## src/rtl/fifo_write_arbiter_if.sv

```systemverilog
// Bundle between fifo_write_arbiter and its two producers plus the FIFO write port.
// master: the producers/FIFO side; slave: the arbiter itself.
interface fifo_write_arbiter_if #(
    parameter int WIDTH = 8
);
    logic             req0_valid;
    logic [WIDTH-1:0] req0_data;
    logic             req0_ack;
    logic             req1_valid;
    logic [WIDTH-1:0] req1_data;
    logic             req1_ack;
    logic             fifo_full;
    logic [WIDTH-1:0] fifo_data_out;
    logic             fifo_write_ins;
    logic             busy;

    modport master (
        output req0_valid, req0_data, req1_valid, req1_data, fifo_full,
        input  req0_ack, req1_ack, fifo_data_out, fifo_write_ins, busy
    );

    modport slave (
        input  req0_valid, req0_data, req1_valid, req1_data, fifo_full,
        output req0_ack, req1_ack, fifo_data_out, fifo_write_ins, busy
    );
endinterface

```

## src/rtl/fifo_write_arbiter.sv

```systemverilog
// fifo_write_arbiter: shares the pulse-driven FIFO write port between two producers.
// Each accepted word produces a 3-clock cycle: IDLE decision, STROBE (write + ack),
// RECOVER (strobe low). All outputs come straight from flops.
// Optional feature: define FIFO_ARB_RR_EN for round-robin arbitration; without it,
// producer 0 has fixed priority.
module fifo_write_arbiter #(
    parameter int WIDTH = 8
) (
    input logic                 clk,
    input logic                 rst_n,
    fifo_write_arbiter_if.slave bus
);
    typedef enum logic [1:0] {
        IDLE    = 2'd0,
        STROBE  = 2'd1,
        RECOVER = 2'd2
    } state_t;

    state_t           state;
    state_t           state_next;
    logic             grant_en;
    logic             winner;
    logic             gnt_idx;
    logic             gnt_idx_next;
    logic [WIDTH-1:0] data_q;
    logic [WIDTH-1:0] data_next;
    logic             write_q;
    logic             write_next;
    logic             ack0_q;
    logic             ack0_next;
    logic             ack1_q;
    logic             ack1_next;
    logic             busy_q;
    logic             busy_next;
`ifdef FIFO_ARB_RR_EN
    logic             last_gnt;
`endif

    // Arbitration: a grant happens only in IDLE with a request pending and room in the FIFO
    always_comb begin
        grant_en = (state == IDLE) && (bus.req0_valid || bus.req1_valid) && !bus.fifo_full;
`ifdef FIFO_ARB_RR_EN
        if (bus.req0_valid && bus.req1_valid) begin
            winner = ~last_gnt;
        end else begin
            winner = ~bus.req0_valid;
        end
`else
        winner = ~bus.req0_valid;
`endif
    end

    // State register
    always_ff @(posedge clk or negedge rst_n) begin
        if (!rst_n) begin
            state <= IDLE;
        end else begin
            state <= state_next;
        end
    end

    // Next-state logic: STROBE and RECOVER each last exactly one cycle
    always_comb begin
        state_next = state;
        case (state)
            IDLE:    if (grant_en) state_next = STROBE;
            STROBE:  state_next = RECOVER;
            RECOVER: state_next = IDLE;
            default: state_next = IDLE;
        endcase
    end

    // Output logic: next values of the registered outputs, derived from the next state
    always_comb begin
        gnt_idx_next = gnt_idx;
        data_next    = data_q;
        if (grant_en) begin
            gnt_idx_next = winner;
            data_next    = winner ? bus.req1_data : bus.req0_data;
        end
        write_next = (state_next == STROBE);
        ack0_next  = write_next && !gnt_idx_next;
        ack1_next  = write_next && gnt_idx_next;
        busy_next  = (state_next != IDLE);
    end

    // Output and grant registers; the word only moves on the IDLE->STROBE edge
    always_ff @(posedge clk or negedge rst_n) begin
        if (!rst_n) begin
            gnt_idx <= 1'b0;
            data_q  <= '0;
            write_q <= 1'b0;
            ack0_q  <= 1'b0;
            ack1_q  <= 1'b0;
            busy_q  <= 1'b0;
        end else begin
            gnt_idx <= gnt_idx_next;
            data_q  <= data_next;
            write_q <= write_next;
            ack0_q  <= ack0_next;
            ack1_q  <= ack1_next;
            busy_q  <= busy_next;
        end
    end

`ifdef FIFO_ARB_RR_EN
    // Grant history: reset to 1 so producer 0 wins the first tie
    always_ff @(posedge clk or negedge rst_n) begin
        if (!rst_n) begin
            last_gnt <= 1'b1;
        end else if (state == STROBE) begin
            last_gnt <= gnt_idx;
        end
    end
`endif

    assign bus.fifo_data_out  = data_q;
    assign bus.fifo_write_ins = write_q;
    assign bus.req0_ack       = ack0_q;
    assign bus.req1_ack       = ack1_q;
    assign bus.busy           = busy_q;
endmodule

```

## src/flat_wrapper.sv

```systemverilog
// flat-port wrapper written by rule: the top's interface ports become plain ports
module fifo_write_arbiter_flat 
#(
    parameter int WIDTH = 8
)
  (clk, rst_n, bus_req0_valid, bus_req0_data, bus_req1_valid, bus_req1_data, bus_fifo_full, bus_req0_ack, bus_req1_ack, bus_fifo_data_out, bus_fifo_write_ins, bus_busy);
  fifo_write_arbiter_if #(.WIDTH(WIDTH)) bus_i ();
  input logic clk;
  input logic rst_n;
  input wire logic [$bits(bus_i.req0_valid)-1:0] bus_req0_valid;
  input wire logic [$bits(bus_i.req0_data)-1:0] bus_req0_data;
  input wire logic [$bits(bus_i.req1_valid)-1:0] bus_req1_valid;
  input wire logic [$bits(bus_i.req1_data)-1:0] bus_req1_data;
  input wire logic [$bits(bus_i.fifo_full)-1:0] bus_fifo_full;
  output wire logic [$bits(bus_i.req0_ack)-1:0] bus_req0_ack;
  output wire logic [$bits(bus_i.req1_ack)-1:0] bus_req1_ack;
  output wire logic [$bits(bus_i.fifo_data_out)-1:0] bus_fifo_data_out;
  output wire logic [$bits(bus_i.fifo_write_ins)-1:0] bus_fifo_write_ins;
  output wire logic [$bits(bus_i.busy)-1:0] bus_busy;
  assign bus_i.req0_valid = bus_req0_valid;
  assign bus_i.req0_data = bus_req0_data;
  assign bus_i.req1_valid = bus_req1_valid;
  assign bus_i.req1_data = bus_req1_data;
  assign bus_i.fifo_full = bus_fifo_full;
  assign bus_req0_ack = bus_i.req0_ack;
  assign bus_req1_ack = bus_i.req1_ack;
  assign bus_fifo_data_out = bus_i.fifo_data_out;
  assign bus_fifo_write_ins = bus_i.fifo_write_ins;
  assign bus_busy = bus_i.busy;
  fifo_write_arbiter #(.WIDTH(WIDTH)) u_core (.clk(clk), .rst_n(rst_n), .bus(bus_i));
endmodule
```

## config.mk

```make
export PLATFORM = sky130hd
export DESIGN_NAME = fifo_write_arbiter_flat
export DESIGN_NICKNAME = d
export VERILOG_FILES = /design/src/rtl/fifo_write_arbiter_if.sv /design/src/rtl/fifo_write_arbiter.sv /design/src/flat_wrapper.sv
export SDC_FILE = /design/constraint.sdc
export NUM_CORES = 1
export LEC_CHECK = 0
export CORE_ASPECT_RATIO = 0.8
export CORE_MARGIN = 8
export CORE_UTILIZATION = 33
export CTS_CLUSTER_DIAMETER = 30
export DETAILED_ROUTE_END_ITERATION = 10
export HOLD_SLACK_MARGIN = 0.15
export PLACE_DENSITY = 0.72
export RECOVER_POWER = 100
export REMOVE_ABC_BUFFERS = 1
export SLEW_MARGIN = 15
export SYNTH_ARGS = -nofsm -noshare
export SYNTH_HDL_FRONTEND = slang
export SYNTH_SLANG_ARGS = --single-unit
```

## constraint.sdc

```tcl
create_clock -name clk -period 1.59 [get_ports clk]
set_clock_uncertainty 0.1 [all_clocks]
set_input_delay 0.477 -clock clk [delete_from_list [all_inputs] [get_ports clk]]
set_output_delay 0.477 -clock clk [all_outputs]
set_load 0.01 [all_outputs]
```

Word level (Yosys, flattened, before mapping)
Cells that the tools add are included.

storage, ports and cells
  output and inout bits = 12
  input port bits = 21
  logic and storage cells = 23
  flip-flop bits (word level) = 15

operators by class
  bitwise gates (word level) = 1
  equal/unequal tests = 2
  muxes and demuxes = 4
  reduce and logical (&&, ||, !) cells = 9

operators with widths
  kind                  number
  $mux W8               1
  $eq A2 B1 Y1 const B  2
  $logic_and A1 B1 Y1   4
  $pmux W2 S2           1
  $logic_not A1 Y1      2
  $logic_not A2 Y1      1
  $mux W2               1
  $reduce_bool A2 Y1    1
  $logic_or A1 B1 Y1    1
  $mux W1               1
  $not A1 Y1            1

Logic depth before layout (Yosys ltp)
Gate-level depths: netlist (run 1).

  depth in word-level cells = 7
  depth in mapped cells = 5
  gate-level depth less buffers = 4

Worst setup path before layout (run 1)
OpenSTA, ideal clock, no wires.

  path type = input to register
  start point = input bus_fifo_full
  end point = register u_core.data_q[0] (netlist: u_core.bus.fifo_data_out[0])
  arrival time = 1.453 ns
  library setup time = 0.125 ns
  data required time = 1.365 ns
  stages on the path = 5
  slack = -0.088 ns
  path buffers = 1
  cells stage by stage = o21bai_1 > or3_1 > buf_2 > inv_8 > mux2_4

on the way
  word-level cells in the longest chain between the ends = 2

ends and longest elaborated chain
  what                    line                      source
  start: declaration      flat_wrapper.sv:14        input wire logic [$bits(bus_i.fifo_full)-1:0] bus_fifo_full;
  $logic_not A1 Y1        fifo_write_arbiter.sv:41  grant_en = (state == IDLE) && (bus.req0_valid || bus.req1_valid) && !bus.fifo_full;
  $logic_and A1 B1 Y1     fifo_write_arbiter.sv:41
  end signal: assignment  fifo_write_arbiter.sv:98  data_q <= data_next;
  end: declaration        fifo_write_arbiter.sv:25  logic [WIDTH-1:0] data_q;

Every way passes these cells.
A chain may end at the register's enable or synchronous reset.

Worst setup path after layout (run 1)
  start point = input bus_fifo_full
  end point = register u_core.data_q[2] (netlist: u_core.bus.fifo_data_out[2])

The elaborated chain is that of the path after synthesis.

==> impl_metrics.toml, run 1 <==
[sta]
worst_slew_margin_rel = 0.525
rsz0062_at_grt = "no"
layout_worst_path_cycle_share = 0.984
fmax_mhz = 639
layout_setup_ws_ns = 0.0259
setup_viol = 0
timing.final.max_slew_violations = 0
timing_hold_violations_final = 0
final_period_minus_worst_setup_slack_ns = 1.56
worst_hold_slack_ns = 0.363
slew_worst_pin_ns = 0.713

[place]
gp_congestion = 0.675
post-place-ws_ns = -0.596
io_buffer_count = 32
post_dp_cell_area_sq_um = 992
number_of_placed_instances_taps_included = 99

[floorplan]
floorplan.die.height_microns = 54.8
die_x_microns = 64.5
top_level_i_o_count = 33
die_area_sq_um = 3530
core_area_sq_um = 1820
num_rows = 14
floorplan.initialDensity = 0.341

[min_path]
hold_class = "flop to flop"
hold-path-endpoint = "u_core.state[1]$_DFF_PN0_"
min_delay_path_depth = 1
timing.hold.worst.start = "u_core.state[1]$_DFF_PN0_"

[synthesis]
synthesis.instances = 41
yosys_warnings = 0
area_contributors_post_synth = "sky130_fd_sc_hd__dfrtp_1, sky130_fd_sc_hd__mux2_4, sky130_fd_sc_hd__mux2_2"
synth_top_area_frac = 0.565
synth_area_per_cell_sq_um = 15.1
ys_ff_latch = 14
synth_area_sq_um = 621
synthDistinctLibCells = 13
synth_top_cell_by_area = "sky130_fd_sc_hd__dfrtp_1"
portion_of_the_post_synthesis_area_used_by_sequential_elements = 0.565

[layout]
drive_above_1_share = 0.338
fillerInstances = 166
final_nets = 102
flow.area_growth_from_synthesis_pct = 62.9
antennaDiodeCount = 0
layout.cell_area.non_filler_sq_um = 1010
finish.cell_count_without_fillers = 104

[critical_path]
crit_fanout = 5
critical_path.startpoint_type = "input port"
crit_buf_inv = 2
cp_data_arrival_time_ns = 1.64
kind_of_cell_with_the_highest_combined_delay_on_the_critical_path = "simple AND/OR/NAND/NOR gates"
critical_path.cell_chain = "clkdlybuf4s15_1, o21bai_1, or3_4, inv_4, mux2_4"
peak_per_stage_delay_on_the_critical_path_ns = 0.44
worstReg2RegStart = "u_core.state[1]$_DFF_PN0_"
worst-setup-path-type = "input port to flop"
r2r_end = "u_core.bus.fifo_data_out[2]$_DFFE_PN0P_"
rrSetupSlack_ns = 0.13
critical-path-slowest-cell = "sky130_fd_sc_hd__or3_4"
number_of_cells_traversed_by_the_worst_register_to_register_path = 3
worstSetupEndpointType = "flop"
crit_required_ns = 1.67

[drt]
detail_route.wl_per_cell_microns = 13.1
drcViolationCount = 0
post_drt_via_cell_ratio = 4.39
drtPass1Iterations = 4
postRouteWirelength_microns = 1370
antenna_left = 0
vias = 457
initialDrtViolationCount = 8

[pwr]
power_report.internal_total_mw = 0.771
switchingPower_mw = 0.269
seq_power_share = 0.444
total_leakage_power_nw = 0.484
power.share.clock = 0.244
comb_power_share = 0.312
worst_vdd_drop_mv = 0.784
power.share.switching = 0.259
pwr_density_cell_nw_per_um2 = 1030

[global_route]
first_global_vias = 507
grt_util_all_layers = 0.0891
grt_max_degree = 15
grt_remaining_overflow = 0
antenna_found_initial = 0
grt_first_pass_wirelength_microns = 2440

[clocking]
clk_latency_ns = 0.28
cts_hold_repair.buffers = 0
cts_setup_buffers = 0
clkSlewWorstSetupHoldPaths_ns = 0.09
clock_tree.buffer_depth = 2
cts_htree_levels = 1
cts_inserted_buffers = 3
clkSinkCount = 14
cts_tree = "built"
cts_root_buffer = "sky130_fd_sc_hd__clkbuf_4"

[flow_run]
max_cap_viol_count = 0

[run_status]
status = "complete, no violations"
==> Yosys cell counts <==
cell	count
sky130_fd_sc_hd__nor2_1	2
sky130_fd_sc_hd__inv_1	1
sky130_fd_sc_hd__and2_1	1
sky130_fd_sc_hd__or3_1	1
sky130_fd_sc_hd__inv_8	1
sky130_fd_sc_hd__mux2_2	8
sky130_fd_sc_hd__o21bai_1	1
sky130_fd_sc_hd__mux2_4	8
sky130_fd_sc_hd__dfrtp_1	14
sky130_fd_sc_hd__inv_2	1
sky130_fd_sc_hd__buf_2	1
sky130_fd_sc_hd__a21oi_1	1
sky130_fd_sc_hd__clkbuf_1	1
==> metal layers <==
metal | vias up | wire, microns | GRT usage
li1 | 216 | - | -
met1 | 217 | 619 | 0.110
met2 | 22 | 605 | 0.129
met3 | 2 | 136 | 0.0552
met4 | 0 | 5 | 0.0217
met5 | - | 0 | 0
==> through the flow <==
step	setup TNS (ns)	utilization	power, mW
after global routing	0	0.555	1.10
final	0	0.555	1.04
after detailed placement	-5.96	0.545	0.846
after global placement	-5.51	0.545	0.843
after floorplan	-0.840	-	0.625
after CTS	0	0.568	1.06
==> worst register-to-register path, delay by kind of cell, from the launching register on <==
family,cells,cell delay [ns]
multiplexers,1,0.30
AND/OR/NAND/NOR,1,0.45
flip-flops,1,0.40
buffers and inverters,1,0.11
==> power groups by stage <==
| stage | Sequential, mW | Combinational, mW | Clock, mW |
|---|---|---|---|
| after floorplan | 0.497 | 0.128 | 0 |
| after global placement | 0.469 | 0.373 | 0 |
| after detailed placement | 0.469 | 0.377 | 0 |
| after CTS | 0.463 | 0.340 | 0.262 |
| after global routing | 0.474 | 0.351 | 0.276 |
| final | 0.462 | 0.324 | 0.254 |
==> how the worst max path moves through the flow <==
stage                                             from                                      end  depth (start not counted)
2_1_floorplan                            bus_fifo_full  u_core.bus.fifo_data_out[0]$_DFFE_PN0P_                          4
3_3_place_gp                            bus_req0_valid  u_core.bus.fifo_data_out[1]$_DFFE_PN0P_                          5
3_5_place_dp                            bus_req0_valid  u_core.bus.fifo_data_out[0]$_DFFE_PN0P_                          5
4_1_cts                                 bus_req0_valid  u_core.bus.fifo_data_out[1]$_DFFE_PN0P_                          5
5_1_grt        u_core.bus.fifo_data_out[0]$_DFFE_PN0P_                     bus_fifo_data_out[0]                          1
6_report                                 bus_fifo_full  u_core.bus.fifo_data_out[2]$_DFFE_PN0P_                          5
==> layout make-up <==
class | instances | area, sq um | area share
timing repair inverter | 1 | 6.26 | 0.00619
sequential | 14 | 350 | 0.347
tap | 24 | 30.0 | 0.0297
multi-input combinational | 22 | 248 | 0.245
clock buffer | 4 | 36.3 | 0.0359
timing repair buffer | 36 | 322 | 0.318
inverter | 3 | 18.8 | 0.0186
==> cells by family (layout without fill, tap and decap cells) <==
| group | after synthesis | count (layout) | share of synthesized area |
|---|---|---|---|
| AND/OR/NAND/NOR | 4 | 4 | 0.0323 |
| multiplexers | 16 | 16 | 0.339 |
| AO/OA/AOI/OAI | 2 | 2 | 0.0202 |
| buffers and inverters | 5 | 44 | 0.0443 |
| flip-flops | 14 | 14 | 0.565 |
==> registers in the layout (all words and copies together), names as in the netlist <==
name                       flops
u_core.bus.busy                1
u_core.bus.req0_ack            1
u_core.bus.req1_ack            1
u_core.bus.fifo_write_ins      1
u_core.state                   2
u_core.bus.fifo_data_out       8
==> placed cells by master (no fill, tap or decap), drive strengths merged <==
master,n
a21oi,1
and2,1
buf,2
clkbuf,7
clkdlybuf4s15,1
clkdlybuf4s50,16
dfrtp,14
dlygate4sd2,13
dlygate4sd3,1
inv,4
mux2,16
nor2,2
o21bai,1
or3,1
==> repair_timing <==
item                                    CTS  global route
pin swaps                                 1             0
endpoints found under the setup margin   23             8
gates resized for setup                  19             1
gates cloned                              1             0
Note: power is estimated with default switching activity, not from simulation.
==> run 2, diff against run 1 <==
- CAP_MARGIN: not set -> 20
- CELL_PAD_IN_SITES_DETAIL_PLACEMENT: not set -> 0
- CELL_PAD_IN_SITES_GLOBAL_PLACEMENT: not set -> 1
- CORE_UTILIZATION: 33 -> 26
- PLACE_DENSITY: 0.72 -> not set
- PLACE_DENSITY_LB_ADDON: not set -> 0.1
==> run 2 against run 1 <==
Net effect: die area up 19%; cell count grew 1.9%; highest routed layer unchanged; global-route usage fell by 0.99 points; combinational power barely moved; maximum frequency increased by 1.5%; sequential share of layout area unchanged; clock power fell by 3%; critical path depth stayed put.
==> impl_metrics.toml, run 2 (synthesis gave the netlist of run 1 again) <==
[run_status]
status = "complete, no violations"

[global_route]
use_met3 = 0.0352
first_global_vias = 495
gr-usage-met2 = 0.119
met1_usage = 0.0898
grt_first_pass_wirelength_microns = 2520
grt_util_all_layers = 0.0792
grt_most_used_layer = "met2"
grt_remaining_overflow = 0
antenna_found_initial = 0
grt_max_degree = 15

[sta]
layout_worst_path_cycle_share = 0.969
layout_setup_ws_ns = 0.0492
worst_slew_margin_rel = 0.518
setup_total_negative_slack_ns = 0
setup_viol = 0
final_period_minus_worst_setup_slack_ns = 1.54
timing_hold_violations_final = 0
timing.final.max_slew_violations = 0
rsz0062_at_grt = "no"
worst_hold_slack_ns = 0.364
slew_worst_pin_ns = 0.723
fmax_mhz = 649

[layout]
drive_above_1_share = 0.316
final_nets = 101
flip_flop_count_of_the_largest_register_all_copies_and_words_added = 8
finish.cell_count_without_fillers = 106
final_cell_mix = "sky130_fd_sc_hd__clkdlybuf4s50_1, sky130_fd_sc_hd__dlygate4sd2_1, sky130_fd_sc_hd__dfrtp_1"
antennaDiodeCount = 0
post-route-util = 0.428
layout_commonest_cell = "sky130_fd_sc_hd__clkdlybuf4s50_1"
flow.area_growth_from_synthesis_pct = 62.9
layout.cell_area.non_filler_sq_um = 1010

[place]
post-place-ws_ns = -0.550
post_dp_cell_area_sq_um = 988
gp_congestion = 0.606
io_buffer_count = 32
place_hpwl_microns = 1100
number_of_placed_instances_taps_included = 101

[critical_path]
critical_path.startpoint_type = "input port"
worst-setup-path-type = "input port to flop"
cp_data_arrival_time_ns = 1.60
critical_path.cell_chain = "clkdlybuf4s15_1, o21bai_1, or3_4, inv_4, mux2_4"
crit_required_ns = 1.65
kind_of_cell_with_the_highest_combined_delay_on_the_critical_path = "simple AND/OR/NAND/NOR gates"
critical-path-slowest-cell = "sky130_fd_sc_hd__or3_4"
crit_fanout = 5
peak_per_stage_delay_on_the_critical_path_ns = 0.39
crit_buf_inv = 2
worstSetupEndpointType = "flop"

[pwr]
worst_vdd_drop_mv = 0.365
total_leakage_power_nw = 0.481
post-layout-total-power_mw = 1.03
comb_power_share = 0.316
switchingPower_mw = 0.261
pwr_density_cell_nw_per_um2 = 1020
seq_power_share = 0.446
power.share.clock = 0.239
power_report.internal_total_mw = 0.769
power.share.switching = 0.253

[drt]
postRouteWirelength_microns = 1470
drtPass1Iterations = 3
detail_route.wl_per_cell_microns = 13.9
initialDrtViolationCount = 12
post_drt_via_cell_ratio = 4.22
antenna_left = 0
vias = 447
drcViolationCount = 0

[floorplan]
floorplan.initialDensity = 0.263
core_area_sq_um = 2360
floorplan.die.height_microns = 59.7
die_x_microns = 70.6
num_rows = 16
top_level_i_o_count = 33
die_area_sq_um = 4220

[clocking]
clkSlewWorstSetupHoldPaths_ns = 0.08
clock_tree.buffer_depth = 2
cts_root_buffer = "sky130_fd_sc_hd__clkbuf_4"
cts_tree = "built"
cts_htree_levels = 1
clk_latency_ns = 0.27
clkSinkCount = 14
cts_hold_repair.buffers = 0
cts_inserted_buffers = 3

[flow_run]
max_cap_viol_count = 0

[min_path]
hold_class = "flop to flop"
-- run 2: cell count changes in the layout (fill, tap and decap cells not counted), sizes merged --
cell and change:
clkbuf -1, buf -1, dlygate4sd2 +1
-- run 2: worst reg2reg max path, cell delays in order, from the launching register on --
cell and delay (ns):
sky130_fd_sc_hd__dfrtp_1 0.40, sky130_fd_sc_hd__or3_4 0.45, sky130_fd_sc_hd__inv_4 0.11, sky130_fd_sc_hd__mux2_4 0.30
-- run 2: area by class of cell --
class | instances | area [sq um]
multi-input combinational | 22 | 248
tap | 27 | 33.8
inverter | 3 | 18.8
timing repair buffer | 35 | 318
timing repair inverter | 1 | 6.26
sequential | 14 | 350
fill | 232 | 1350
clock buffer | 4 | 36.3
-- run 2: worst paths after layout --
path | start | end | depth (start not counted) | slack, ns
setup / recovery | bus_fifo_full | u_core.bus.fifo_data_out[0]$_DFFE_PN0P_ | 5 | 0.05
hold / removal | u_core.state[1]$_DFF_PN0_ | u_core.state[1]$_DFF_PN0_ | 1 | 0.36
setup reg to reg | u_core.state[1]$_DFF_PN0_ | u_core.bus.fifo_data_out[0]$_DFFE_PN0P_ | 3 | 0.12
max in group asynchronous | rst_n | u_core.bus.fifo_data_out[1]$_DFFE_PN0P_ | 2 | 0.27
hold reg to reg | u_core.state[1]$_DFF_PN0_ | u_core.state[1]$_DFF_PN0_ | 1 | 0.36
min in group asynchronous | rst_n | u_core.bus.fifo_data_out[3]$_DFFE_PN0P_ | 2 | 0.67
-- run 2: repair_timing --
action,4_1_cts,5_1_grt
setup buffers,0,0
gates resized for setup,18,0
endpoints found under the setup margin,22,2
pin swaps,2,1
gates cloned,1,0
-- run 2: routing by layer --
layer / share of wire / up-vias
li1: - / 215
met1: 0.46 / 212
met2: 0.44 / 18
met3: 0.084 / 2
met4: 0.018 / 0
met5: 0 / -
-- run 2: power by group through the flow --
stage          combinational (mW)  sequential (mW)  clock [mW]
2_1_floorplan               0.128            0.497           0
3_3_place_gp                0.374            0.471           0
3_5_place_dp                0.380            0.466           0
4_1_cts                     0.342            0.460       0.258
5_1_grt                     0.356            0.470       0.275
6_report                    0.325            0.459       0.246
==> run 3, diff against run 2 <==
- CTS_CLUSTER_SIZE: not set -> 25
- TNS_END_PERCENT: not set -> 5
==> run 3 against run 2 <==
Net effect: first-iteration DRC count fell by 42%; maximum frequency rose by 0.59%; count of clock-buffer cells in the layout did not move; largest power group unchanged; via count fell by 0.22%; cell area rose by 2.5%.
==> impl_metrics.toml, run 3 (synthesis gave the netlist of run 1 again) <==
[run_status]
status = "complete, no violations"

[global_route]
grt_util_all_layers = 0.0774
first_global_vias = 493
grt_remaining_overflow = 0
grt_max_degree = 15
grt_first_pass_wirelength_microns = 2460
antenna_found_initial = 0

[place]
place_hpwl_microns = 1100
gp_congestion = 0.606
io_buffer_count = 32
number_of_placed_instances_taps_included = 101

[drt]
drtPass1Iterations = 3
routed.top_layer = "met4"
drcViolationCount = 0
initialDrtViolationCount = 7
postRouteWirelength_microns = 1510
met2WireLength_microns = 691
post_drt_via_cell_ratio = 4.17
drt-met1-wl_microns = 670
vias = 446
detail_route.wl_per_cell_microns = 14.1
wire_length_on_met3_microns = 124
antenna_left = 0

[layout]
final_nets = 102
flip_flop_count_of_the_largest_register_all_copies_and_words_added = 8
antennaDiodeCount = 0
flow.area_growth_from_synthesis_pct = 66.9
final_cell_mix = "sky130_fd_sc_hd__clkdlybuf4s50_1, sky130_fd_sc_hd__dfrtp_1, sky130_fd_sc_hd__dlygate4sd2_1"
layout_commonest_cell = "sky130_fd_sc_hd__clkdlybuf4s50_1"
finish.cell_count_without_fillers = 107
drive_above_1_share = 0.325

[floorplan]
die_x_microns = 70.6
floorplan.initialDensity = 0.263
core_area_sq_um = 2360
top_level_i_o_count = 33
floorplan.die.height_microns = 59.7
num_rows = 16
die_area_sq_um = 4220

[clocking]
cts_inserted_buffers = 3
cts_root_buffer = "sky130_fd_sc_hd__clkbuf_4"
cts_tree = "built"
cts_htree_levels = 1
cts_hold_repair.buffers = 0
clkSinkCount = 14
clk_latency_ns = 0.27
clock_tree.buffer_depth = 2
clkSlewWorstSetupHoldPaths_ns = 0.08

[min_path]
min_delay_path_depth = 1
timing.hold.worst.start = "u_core.state[1]$_DFF_PN0_"
hold-path-endpoint = "u_core.state[1]$_DFF_PN0_"
hold_class = "flop to flop"

[sta]
layout_worst_path_cycle_share = 0.963
timing_hold_violations_final = 0
timing.final.max_slew_violations = 0
final_period_minus_worst_setup_slack_ns = 1.53
setup_viol = 0
slew_worst_pin_ns = 0.725
fmax_mhz = 653
rsz0062_at_grt = "no"
worst_slew_margin_rel = 0.517

[critical_path]
crit_required_ns = 1.01
rrSetupSlack_ns = 0.12
peak_per_stage_delay_on_the_critical_path_ns = 0.40
critical-path-slowest-cell = "sky130_fd_sc_hd__dfrtp_1"
number_of_cells_traversed_by_the_worst_register_to_register_path = 3
worstSetupPathDepth = 1
critical_path.cell_chain = "dlygate4sd2_1"
cp_data_arrival_time_ns = 0.95
r2r_end = "u_core.bus.fifo_data_out[0]$_DFFE_PN0P_"
worstSetupEndpointType = "output port"
worstReg2RegStart = "u_core.state[1]$_DFF_PN0_"
kind_of_cell_with_the_highest_combined_delay_on_the_critical_path = "flip-flops"
crit_buf_inv = 1
crit_fanout = 2
critical_path.startpoint_type = "flop"
worst-setup-path-type = "flop to output port"

[pwr]
post-layout-total-power_mw = 1.04
pwr_density_cell_nw_per_um2 = 1010
worst_vdd_drop_mv = 0.365
total_leakage_power_nw = 0.510

[flow_run]
max_cap_viol_count = 0
run 3: worst max-delay path by stage:
stage | from | slack (ns) | endpoint
3_3_place_gp | bus_fifo_full | -0.54 | u_core.bus.fifo_data_out[1]$_DFFE_PN0P_
3_5_place_dp | bus_req0_valid | -0.55 | u_core.bus.fifo_data_out[5]$_DFFE_PN0P_
6_report | u_core.bus.fifo_data_out[0]$_DFFE_PN0P_ | 0.06 | bus_fifo_data_out[0]
5_1_grt | u_core.bus.fifo_data_out[7]$_DFFE_PN0P_ | 0.02 | bus_fifo_data_out[7]
2_1_floorplan | bus_fifo_full | -0.10 | u_core.bus.fifo_data_out[0]$_DFFE_PN0P_
4_1_cts | bus_fifo_full | -0.18 | u_core.bus.fifo_data_out[4]$_DFFE_PN0P_
run 3: per-stage QoR:
step / hold slack (ns) / setup TNS, ns / worst slack (ns) / utilization / cell area, sq um
floorplan: 0.0814 / -0.840 / -0.105 / - / 612
detailed placement: 0.343 / -5.43 / -0.550 / 0.418 / 988
global placement: 0.330 / -5.30 / -0.538 / 0.418 / 988
CTS: 0.362 / -1.41 / -0.180 / 0.430 / 1010
global route: 0.391 / 0 / 0.0191 / 0.439 / 1040
finish: 0.364 / 0 / 0.0583 / 0.439 / 1040
run 3: power by group:
group / switching, mW / internal [mW]
registers: 0.0336 / 0.425
logic: 0.123 / 0.210
clock network: 0.111 / 0.139
total: 0.268 / 0.774
run 3: cell type report:
type                            instances  area, sq um
Inverter                                3         23.8
Tap cell                               27         33.8
Timing Repair Buffer                   36          335
Clock buffer                            4         36.3
Sequential cell                        14          350
Multi-Input combinational cell         22          248
Timing Repair inverter                  1         8.76
Fill cell                             229         1330
run 3: metal layers:
layer,GRT usage,up-vias
li1,-,214
met1,0.0839,212
met2,0.120,18
met3,0.0352,2
met4,0.0531,0
met5,0,-
run 3: repair_timing:
item                       CTS  global route
buffers inserted             0             1
resized for setup           13             6
setup endpoints to repair   22             9
pin swaps                    1             2
gates cloned                 0             1
